==> src/rtl/divider_stream.sv <==
// Signed fixed-point divider, q = (a << FBITS) / b in Q(WIDTH-FBITS).FBITS.
// Radix-2 restoring division, one quotient bit per clock, with
// valid/ready streaming on both sides, per-operation rounding and
// saturation, and a pass-through tag.
//
// Handshake: a transfer happens on a rising edge where valid and ready are
// both high; valid never waits on ready, and once out_valid is raised the
// result, tag and flags stay put until the edge that completes the
// transfer.
module divider_stream #(
  parameter int WIDTH = 32,
  parameter int FBITS = 16,
  parameter int TAG_W = 4
) (
  input  logic             clk,
  input  logic             rst_n,
  input  logic             in_valid,
  output logic             in_ready,
  input  logic [WIDTH-1:0] in_a,
  input  logic [WIDTH-1:0] in_b,
  input  logic [TAG_W-1:0] in_tag,
  input  logic             in_round,
  input  logic             in_sat,
  output logic             out_valid,
  input  logic             out_ready,
  output logic [WIDTH-1:0] out_q,
  output logic [TAG_W-1:0] out_tag,
  output logic             out_dbz,
  output logic             out_ovf,
  output logic             busy
);

  localparam int ITER = WIDTH + FBITS;
  localparam int QW   = ITER + 1;
  localparam int CW   = $clog2(ITER);

  localparam logic [WIDTH-1:0] MAX_POS = {1'b0, {(WIDTH-1){1'b1}}};
  localparam logic [WIDTH-1:0] MIN_NEG = {1'b1, {(WIDTH-1){1'b0}}};

  typedef enum logic [1:0] {
    IDLE  = 2'd0,
    CALC  = 2'd1,
    ROUND = 2'd2,
    OUT   = 2'd3
  } state_t;

  state_t           state;
  logic [WIDTH-1:0] acc;      // partial remainder, always < |b|
  logic [ITER-1:0]  qr;       // dividend shifts out the top, quotient shifts in
  logic [WIDTH-1:0] mag_b;
  logic             sign_a;
  logic             sign_b;
  logic             rnd;
  logic             sat;
  logic [TAG_W-1:0] tag;
  logic [CW-1:0]    cnt;

  // Magnitudes are WIDTH-bit unsigned so the most-negative value maps exactly
  logic [WIDTH-1:0] mag_a_in;
  logic [WIDTH-1:0] mag_b_in;
  logic [ITER-1:0]  dvd_init;
  logic [WIDTH-1:0] dbz_q;

  // Operand conditioning at the accept edge
  always_comb begin
    mag_a_in = in_a[WIDTH-1] ? (~in_a + WIDTH'(1)) : in_a;
    mag_b_in = in_b[WIDTH-1] ? (~in_b + WIDTH'(1)) : in_b;
    dvd_init = ITER'(mag_a_in) << FBITS;
    dbz_q    = '0;
    if (in_sat && (mag_a_in != '0)) begin
      dbz_q = in_a[WIDTH-1] ? MIN_NEG : MAX_POS;
    end
  end

  logic [WIDTH:0]   acc_sh;
  logic             acc_ge;
  logic [WIDTH-1:0] acc_nx;
  logic [ITER-1:0]  qr_nx;

  // One restoring step: shift in the next dividend bit, subtract if it fits
  always_comb begin
    acc_sh = {acc, qr[ITER-1]};
    acc_ge = (acc_sh >= {1'b0, mag_b});
    acc_nx = acc_ge ? (acc_sh[WIDTH-1:0] - mag_b) : acc_sh[WIDTH-1:0];
    qr_nx  = {qr[ITER-2:0], acc_ge};
  end

  logic [WIDTH:0]   rem2;
  logic             round_up;
  logic [QW-1:0]    qm;
  logic [QW-1:0]    limit;
  logic             sign_diff;
  logic             ovf;
  logic [WIDTH-1:0] q_mag;
  logic [WIDTH-1:0] q_res;
  logic [WIDTH-1:0] sat_val;

  // Rounding, range check and sign restoration for the finished quotient
  always_comb begin
    rem2      = {acc, 1'b0};
    round_up  = rnd && ((rem2 > {1'b0, mag_b}) ||
                        ((rem2 == {1'b0, mag_b}) && qr[0]));
    qm        = {1'b0, qr} + QW'(round_up);
    sign_diff = sign_a ^ sign_b;
    // A negative result may reach 2^(WIDTH-1); a positive one stops one short
    limit     = (QW'(1) << (WIDTH - 1)) - QW'(!sign_diff);
    ovf       = (qm > limit);
    q_mag     = qm[WIDTH-1:0];
    q_res     = sign_diff ? (~q_mag + WIDTH'(1)) : q_mag;
    sat_val   = sign_diff ? MIN_NEG : MAX_POS;
  end

  // Control FSM with registered handshake outputs and the datapath registers
  always_ff @(posedge clk) begin
    if (!rst_n) begin
      state     <= IDLE;
      in_ready  <= 1'b1;
      busy      <= 1'b0;
      out_valid <= 1'b0;
      out_q     <= '0;
      out_tag   <= '0;
      out_dbz   <= 1'b0;
      out_ovf   <= 1'b0;
      acc       <= '0;
      qr        <= '0;
      mag_b     <= '0;
      sign_a    <= 1'b0;
      sign_b    <= 1'b0;
      rnd       <= 1'b0;
      sat       <= 1'b0;
      tag       <= '0;
      cnt       <= '0;
    end else begin
      case (state)
        IDLE: begin
          if (in_valid) begin
            sign_a   <= in_a[WIDTH-1];
            sign_b   <= in_b[WIDTH-1];
            mag_b    <= mag_b_in;
            tag      <= in_tag;
            rnd      <= in_round;
            sat      <= in_sat;
            in_ready <= 1'b0;
            busy     <= 1'b1;
            if (in_b == '0) begin
              // Divide by zero skips the iteration and presents at once
              state     <= OUT;
              out_valid <= 1'b1;
              out_q     <= dbz_q;
              out_tag   <= in_tag;
              out_dbz   <= 1'b1;
              out_ovf   <= 1'b0;
            end else begin
              state <= CALC;
              acc   <= '0;
              qr    <= dvd_init;
              cnt   <= '0;
            end
          end
        end
        CALC: begin
          acc <= acc_nx;
          qr  <= qr_nx;
          cnt <= cnt + CW'(1);
          if (cnt == CW'(ITER - 1)) begin
            state <= ROUND;
          end
        end
        ROUND: begin
          state     <= OUT;
          out_valid <= 1'b1;
          out_tag   <= tag;
          out_dbz   <= 1'b0;
          out_ovf   <= ovf;
          if (ovf) begin
            out_q <= sat ? sat_val : '0;
          end else begin
            out_q <= q_res;
          end
        end
        OUT: begin
          if (out_ready) begin
            state     <= IDLE;
            out_valid <= 1'b0;
            in_ready  <= 1'b1;
            busy      <= 1'b0;
          end
        end
        default: begin
          state <= IDLE;
        end
      endcase
    end
  end

endmodule

==> config.mk <==
export PLATFORM = sky130hd
export DESIGN_NAME = divider_stream
export DESIGN_NICKNAME = d
export VERILOG_FILES = /design/src/rtl/divider_stream.sv
export SDC_FILE = /design/constraint.sdc
export NUM_CORES = 1
export LEC_CHECK = 0
export ABC_AREA = 0
export CAP_MARGIN = 25
export CORE_MARGIN = 3
export CORE_UTILIZATION = 50
export DETAILED_ROUTE_END_ITERATION = 8
export PLACE_DENSITY = 0.76
export SLEW_MARGIN = 40
export SYNTH_ARGS = -nofsm -noshare
export SYNTH_HDL_FRONTEND = slang
export SYNTH_SLANG_ARGS = --single-unit
==> constraint.sdc <==
create_clock -name clk -period 17 [get_ports clk]
set_clock_uncertainty 0.15 [all_clocks]
set_input_delay 1.7 -clock clk [delete_from_list [all_inputs] [get_ports clk]]
set_output_delay 1.7 -clock clk [all_outputs]
set_load 0.005 [all_outputs]
# Word-level counts from Yosys, hierarchy flattened

Cells that the tools add are included.

Logic and storage cells: 101
Output and inout port bits: 41
Register bits: 169
Input bits: 74

Order comparisons: 3
$add $sub $neg: 7
Equal/unequal tests: 10
Reduce and logical (&&, ||, !) cells: 18
Bitwise gates (word level): 4
Mux-type cells: 42

Operators by type and width:

| operator              | number |
|---|---|
| $mux 32               | 13 |
| $pmux 32 s2           | 2 |
| $add 32x1->32 const B | 3 |
| $mux 48               | 2 |
| $not 32->32           | 3 |
| $pmux 48 s2           | 1 |
| $add 48x1->49         | 1 |
| $gt 49x49->1          | 1 |
| $eq 33x32->1          | 1 |
| $ge 33x32->1          | 1 |
| $gt 33x32->1          | 1 |
| $sub 32x1->33 const A | 1 |
| $logic_not 32->1      | 1 |
| $reduce_bool 32->1    | 1 |
| $sub 32x32->32        | 1 |
| $mux 6                | 2 |
| $pmux 6 s2            | 1 |
| $reduce_and 3->1      | 4 |
| $ne 2x2->1 const B    | 5 |
| $mux 1                | 8 |
| $mux 2                | 4 |
| $mux 4                | 2 |
| $pmux 1 s2            | 4 |
| $pmux 2 s4            | 1 |
| 15 further kinds      | 20 |

# Longest topological paths before layout

Depth in word-level cells: 10
Gate-level depth with buffers: 32
Mapped depth without buffers: 28

# Worst setup path after synthesis

No wires, ideal clock.

Kind: reg-to-reg
From: register mag_b[27]
To: register out_q[23]
Stages on the path, launching flop included: 30
Library setup time: 0.127 ns
Setup slack: 10.529 ns
Period minus slack after synthesis: 6.471 ns
Arrival: 6.194 ns
Buffers on the path: 3
Data required time: 16.723 ns
Cells stage by stage: dfxtp_1 -> inv_1 -> ha_1 -> nand4_1 -> or3_1 -> or3_1 -> o21a_1 -> clkbuf_1 -> nor2_1 -> a21oi_1 -> nor2b_1 -> ha_1 -> ha_1 -> buf_2 -> nand3_1 -> or2_1 -> o31a_1 -> nor2_1 -> inv_1 -> ha_1 -> nand4_1 -> nor3_1 -> a21boi_0 -> o41ai_1 -> o211a_1 -> a311oi_1 -> clkbuf_1 -> a211oi_1 -> a311oi_1 -> o211ai_1

Longest elaborated chain between the ends: 10
Elaborated cells on any way between the ends: 12
Those cells by class: add/sub (2); order compare (2); eq/ne (1); mux (3); bitwise (1); reduce/logical (3)

Ends and longest elaborated chain:

| item                                                 | RTL line | RTL |
|---|---|---|
| from (decl)                                          | 50       | `logic [WIDTH-1:0] mag_b;` |
| from (signal assigned)                               | 139      | `mag_b <= mag_b_in;` |
| branches (longest 2 deep; another with $gt 33x32->1) | n/a      |  |
| $logic_or 1x1->1 (*)                                 | 101      | `round_up = rnd && ((rem2 > {1'b0, mag_b}) \|\|` |
| $logic_and 1x1->1 (*)                                | 101      |  |
| $add 48x1->49 (*)                                    | 103      | `qm = {1'b0, qr} + QW'(round_up);` |
| $not 32->32                                          | 109      | `q_res = sign_diff ? (~q_mag + WIDTH'(1)) : q_mag;` |
| $add 32x1->32                                        | 109      |  |
| $mux 32                                              | 109      |  |
| $mux 32 (*)                                          | 175      | `if (ovf) begin` |
| $pmux 32 s2 (*)                                      | 134      | `case (state)` |
| to (signal assigned)                                 | 149      | `out_q <= dbz_q;` |
| to (signal assigned)                                 | 176      | `out_q <= sat ? sat_val : '0;` |
| to (signal assigned)                                 | 178      | `out_q <= q_res;` |
| to (decl)                                            | 26       | `output logic [WIDTH-1:0] out_q,` |

Every way passes the cells marked *.
A chain may end at the register's enable or synchronous reset.

# Worst setup path after layout

Same ends and word-level chain as after synthesis.

==> flow_summary.json <==
{
  "whs_path_depth": 2,
  "multi_input_area_um2": 9490,
  "max-slew-margin-rel": 0.4154,
  "antenna_left": 0,
  "crit_required_ns": 17.20,
  "grt_pass1_wl_um": 64290,
  "tns_ns": 0,
  "period_share": 0.4386,
  "place_inst": 2183,
  "critical_path_class": "flip-flop to flip-flop",
  "synth_edf_count": 0,
  "diodes": 0,
  "yosys_register_bits": 169,
  "cts_tree": "done",
  "globalRouteTotalUtil": 0.2660,
  "maxCapViolations": 0,
  "finalNonFillerCells": 2213,
  "regToRegSetupSlack_ns": 9.54,
  "synth_top_area_cell": "dfxtp_1",
  "critPathSlowestCell": "nor4_1",
  "synthesis.area_um2": 13570,
  "peakVddDrop_uv": 94.81,
  "ioPinCount": 115,
  "crit_fanout": 14,
  "clkPwrFrac": 0.223,
  "htreeDepth": 4,
  "ff2ff_path_depth": 26,
  "p_leak_nw": 5.830,
  "hp-class": "flip-flop to flip-flop",
  "initial_core_util": 0.5150,
  "nFillCells": 2384,
  "dpl.hpwl_um": 29080,
  "die_x_um": 170.8,
  "clk_latency_ns": 0.43,
  "net-switching-power_uw": 785.6,
  "status": "finished clean",
  "yosysUniqueCellTypes": 83,
  "period_needed_ns": 7.457,
  "cts_root_buffer": "clkbuf_16",
  "routed_wl_um": 39560,
  "drt-pass1-iter-count": 6,
  "netSwitchingFraction": 0.4369,
  "syn_inst": 1840,
  "finalNetCount": 2017,
  "vias_per_cell": 6.268,
  "mostFrequentLayoutCell": "nand2_1",
  "cts_hold_buf": 0,
  "path_delay_family": "simple AND/OR/NAND/NOR gates",
  "seqCellArea_um2": 3383,
  "final_layout_size_suffix_gt1_frac": 0.04899,
  "critPathArrivalTime_ns": 7.66,
  "worstReg2RegEnd": "out_q[23]",
  "max_freq_mhz": 134.1,
  "startpoint_type": "flip-flop",
  "cts.repair.resized": 0,
  "postCtsSetupBuffers": 0,
  "wire_per_inst_um": 17.88,
  "rsz0062_at_grt": "false",
  "gr-total-overflow": 0,
  "cpMostUsedCell": "ha_1",
  "timing.rr.start": "mag_b[27]",
  "synthTopCellsByArea": "dfxtp_1 (25%), ha_1 (6.9%), nand2_1 (6.4%)",
  "cts_buffers": 17,
  "grt_pass1_vias": 12850,
  "ys_warn_count": 0,
  "tightest_slew_ns": 0.8739,
  "synth_top_cell_area_share": 0.2493,
  "holdPathEnd": "mag_b[22]",
  "clock_sinks": 169,
  "hold_viol": 0,
  "portBuffers": 114,
  "cp-end-kind": "flip-flop",
  "layout_common_cells": "nand2_1 (230), dfxtp_1 (169), a21oi_1 (151)",
  "vias": 13870,
  "p_int_mw": 1.012,
  "p_per_area_nw_per_um2": 116.4,
  "die_area_um2": 29160,
  "syn_to_final_growth_pct": 13.78,
  "finalSetupViolCount": 0,
  "synth.avg_cell_area_um2": 7.377,
  "cts_buffer_depth": 2,
  "yosysSeqAreaShare": 0.2493,
  "cp_num_buf_inv": 3,
  "drt_iter0_drc": 1152,
  "synth_top_flop_cell": "dfxtp_1",
  "syn_nets": 1990,
  "ys_async_sr_fraction": 0,
  "slew_violations": 0,
  "max_stage_delay_ns": 0.50,
  "fp-row-count": 59,
  "p_seq_frac": 0.297,
  "path_clk_slew_ns": 0.06,
  "core_um2": 26350,
  "place.gp.congestion": 0.9659,
  "drc": 0,
  "hp-start": "mag_b[22]",
  "comb_power_share": 0.480,
  "grt_antenna_before_repair": 0,
  "die_y_um": 170.8,
  "grt_max_degree": 106
}
[worst max path at each step]
stage / start / to / slack, ns / cells past startpoint
floorplan: mag_b[27] / out_q[23] / 10.53 / 29
global placement: mag_b[25] / out_q[7] / 9.72 / 26
detailed placement: mag_b[27] / out_q[25] / 9.71 / 26
CTS: mag_b[27] / out_q[23] / 9.67 / 26
global route: mag_b[27] / out_q[0] / 9.07 / 28
finish: mag_b[27] / out_q[23] / 9.54 / 26
[metal layers]
metal / GRT usage / vias up / share of wire
met5: 0 / - / 0
met4: 0.1012 / 0 / 0.032
met3: 0.03535 / 88 / 0.051
met2: 0.4647 / 460 / 0.50
met1: 0.3336 / 6546 / 0.42
li1: - / 6777 / -
[metrics by stage]
stage / worst slack [ns] / util / power [mW] / hold slack (ns) / instance area, µm²
2_1_floorplan: 10.53 / - / 1.166 / 0.2818 / 13570
3_3_place_gp: 9.722 / 0.5623 / 1.366 / 0.2923 / 14820
3_5_place_dp: 9.714 / 0.5630 / 1.388 / 0.2964 / 14840
4_1_cts: 9.672 / 0.5854 / 1.789 / 0.3036 / 15430
5_1_grt: 9.072 / 0.5860 / 1.919 / 0.3278 / 15440
6_report: 9.543 / 0.5860 / 1.798 / 0.3010 / 15440
[layout make-up]
class / count / area share
multi-input combinational: 1470 / 0.6145
sequential: 169 / 0.2191
timing repair buffer: 128 / 0.08118
clock buffer: 19 / 0.02868
tap: 335 / 0.02714
inverter: 81 / 0.01985
clock inverter: 11 / 0.009560
[registers in the layout, indices dropped and copies added (netlist names), 2 cells and up]
name	count
state	2
out_tag	4
acc	32
tag	4
out_q	32
qr	48
cnt	6
mag_b	32
[power groups by stage]
stage | combinational, mW | sequential, mW | clock, mW
6_report | 0.864 | 0.533 | 0.401
5_1_grt | 0.958 | 0.542 | 0.420
4_1_cts | 0.854 | 0.531 | 0.404
3_5_place_dp | 0.849 | 0.540 | 0
3_3_place_gp | 0.829 | 0.537 | 0
2_1_floorplan | 0.660 | 0.506 | 0
[worst min-delay path: cells and delay by family, from the launching register on]
family | cells | cell delay [ns]
flops | 1 | 0.31
simple gates | 1 | 0.05
compound gates | 1 | 0.05
[synthesized netlist by cell type, types with 16 or more instances]
cell / n
nand2_1: 230
dfxtp_1: 169
a21oi_1: 153
nor2_1: 141
clkbuf_1: 95
o21ai_0: 80
inv_1: 79
nand3_1: 78
ha_1: 75
xor2_1: 72
xnor2_1: 71
nor3_1: 51
a211oi_1: 49
nand4_1: 47
and3_1: 39
nor4_1: 30
a21o_1: 29
mux2i_1: 28
a31oi_1: 27
or3_1: 18
buf_2: 17
o211ai_1: 16
[logic make-up after synthesis]
group / Yosys count / share of synthesized area
XOR/XNOR: 143 / 0.09227
AND/OR/NAND/NOR: 718 / 0.2647
adder cells (fa/ha/maj): 76 / 0.07061
buffers and inverters: 201 / 0.05826
multiplexers: 30 / 0.02231
flip-flops: 169 / 0.2493
AO/OA/AOI/OAI: 503 / 0.2425
Power figures use the tool's default switching activity.
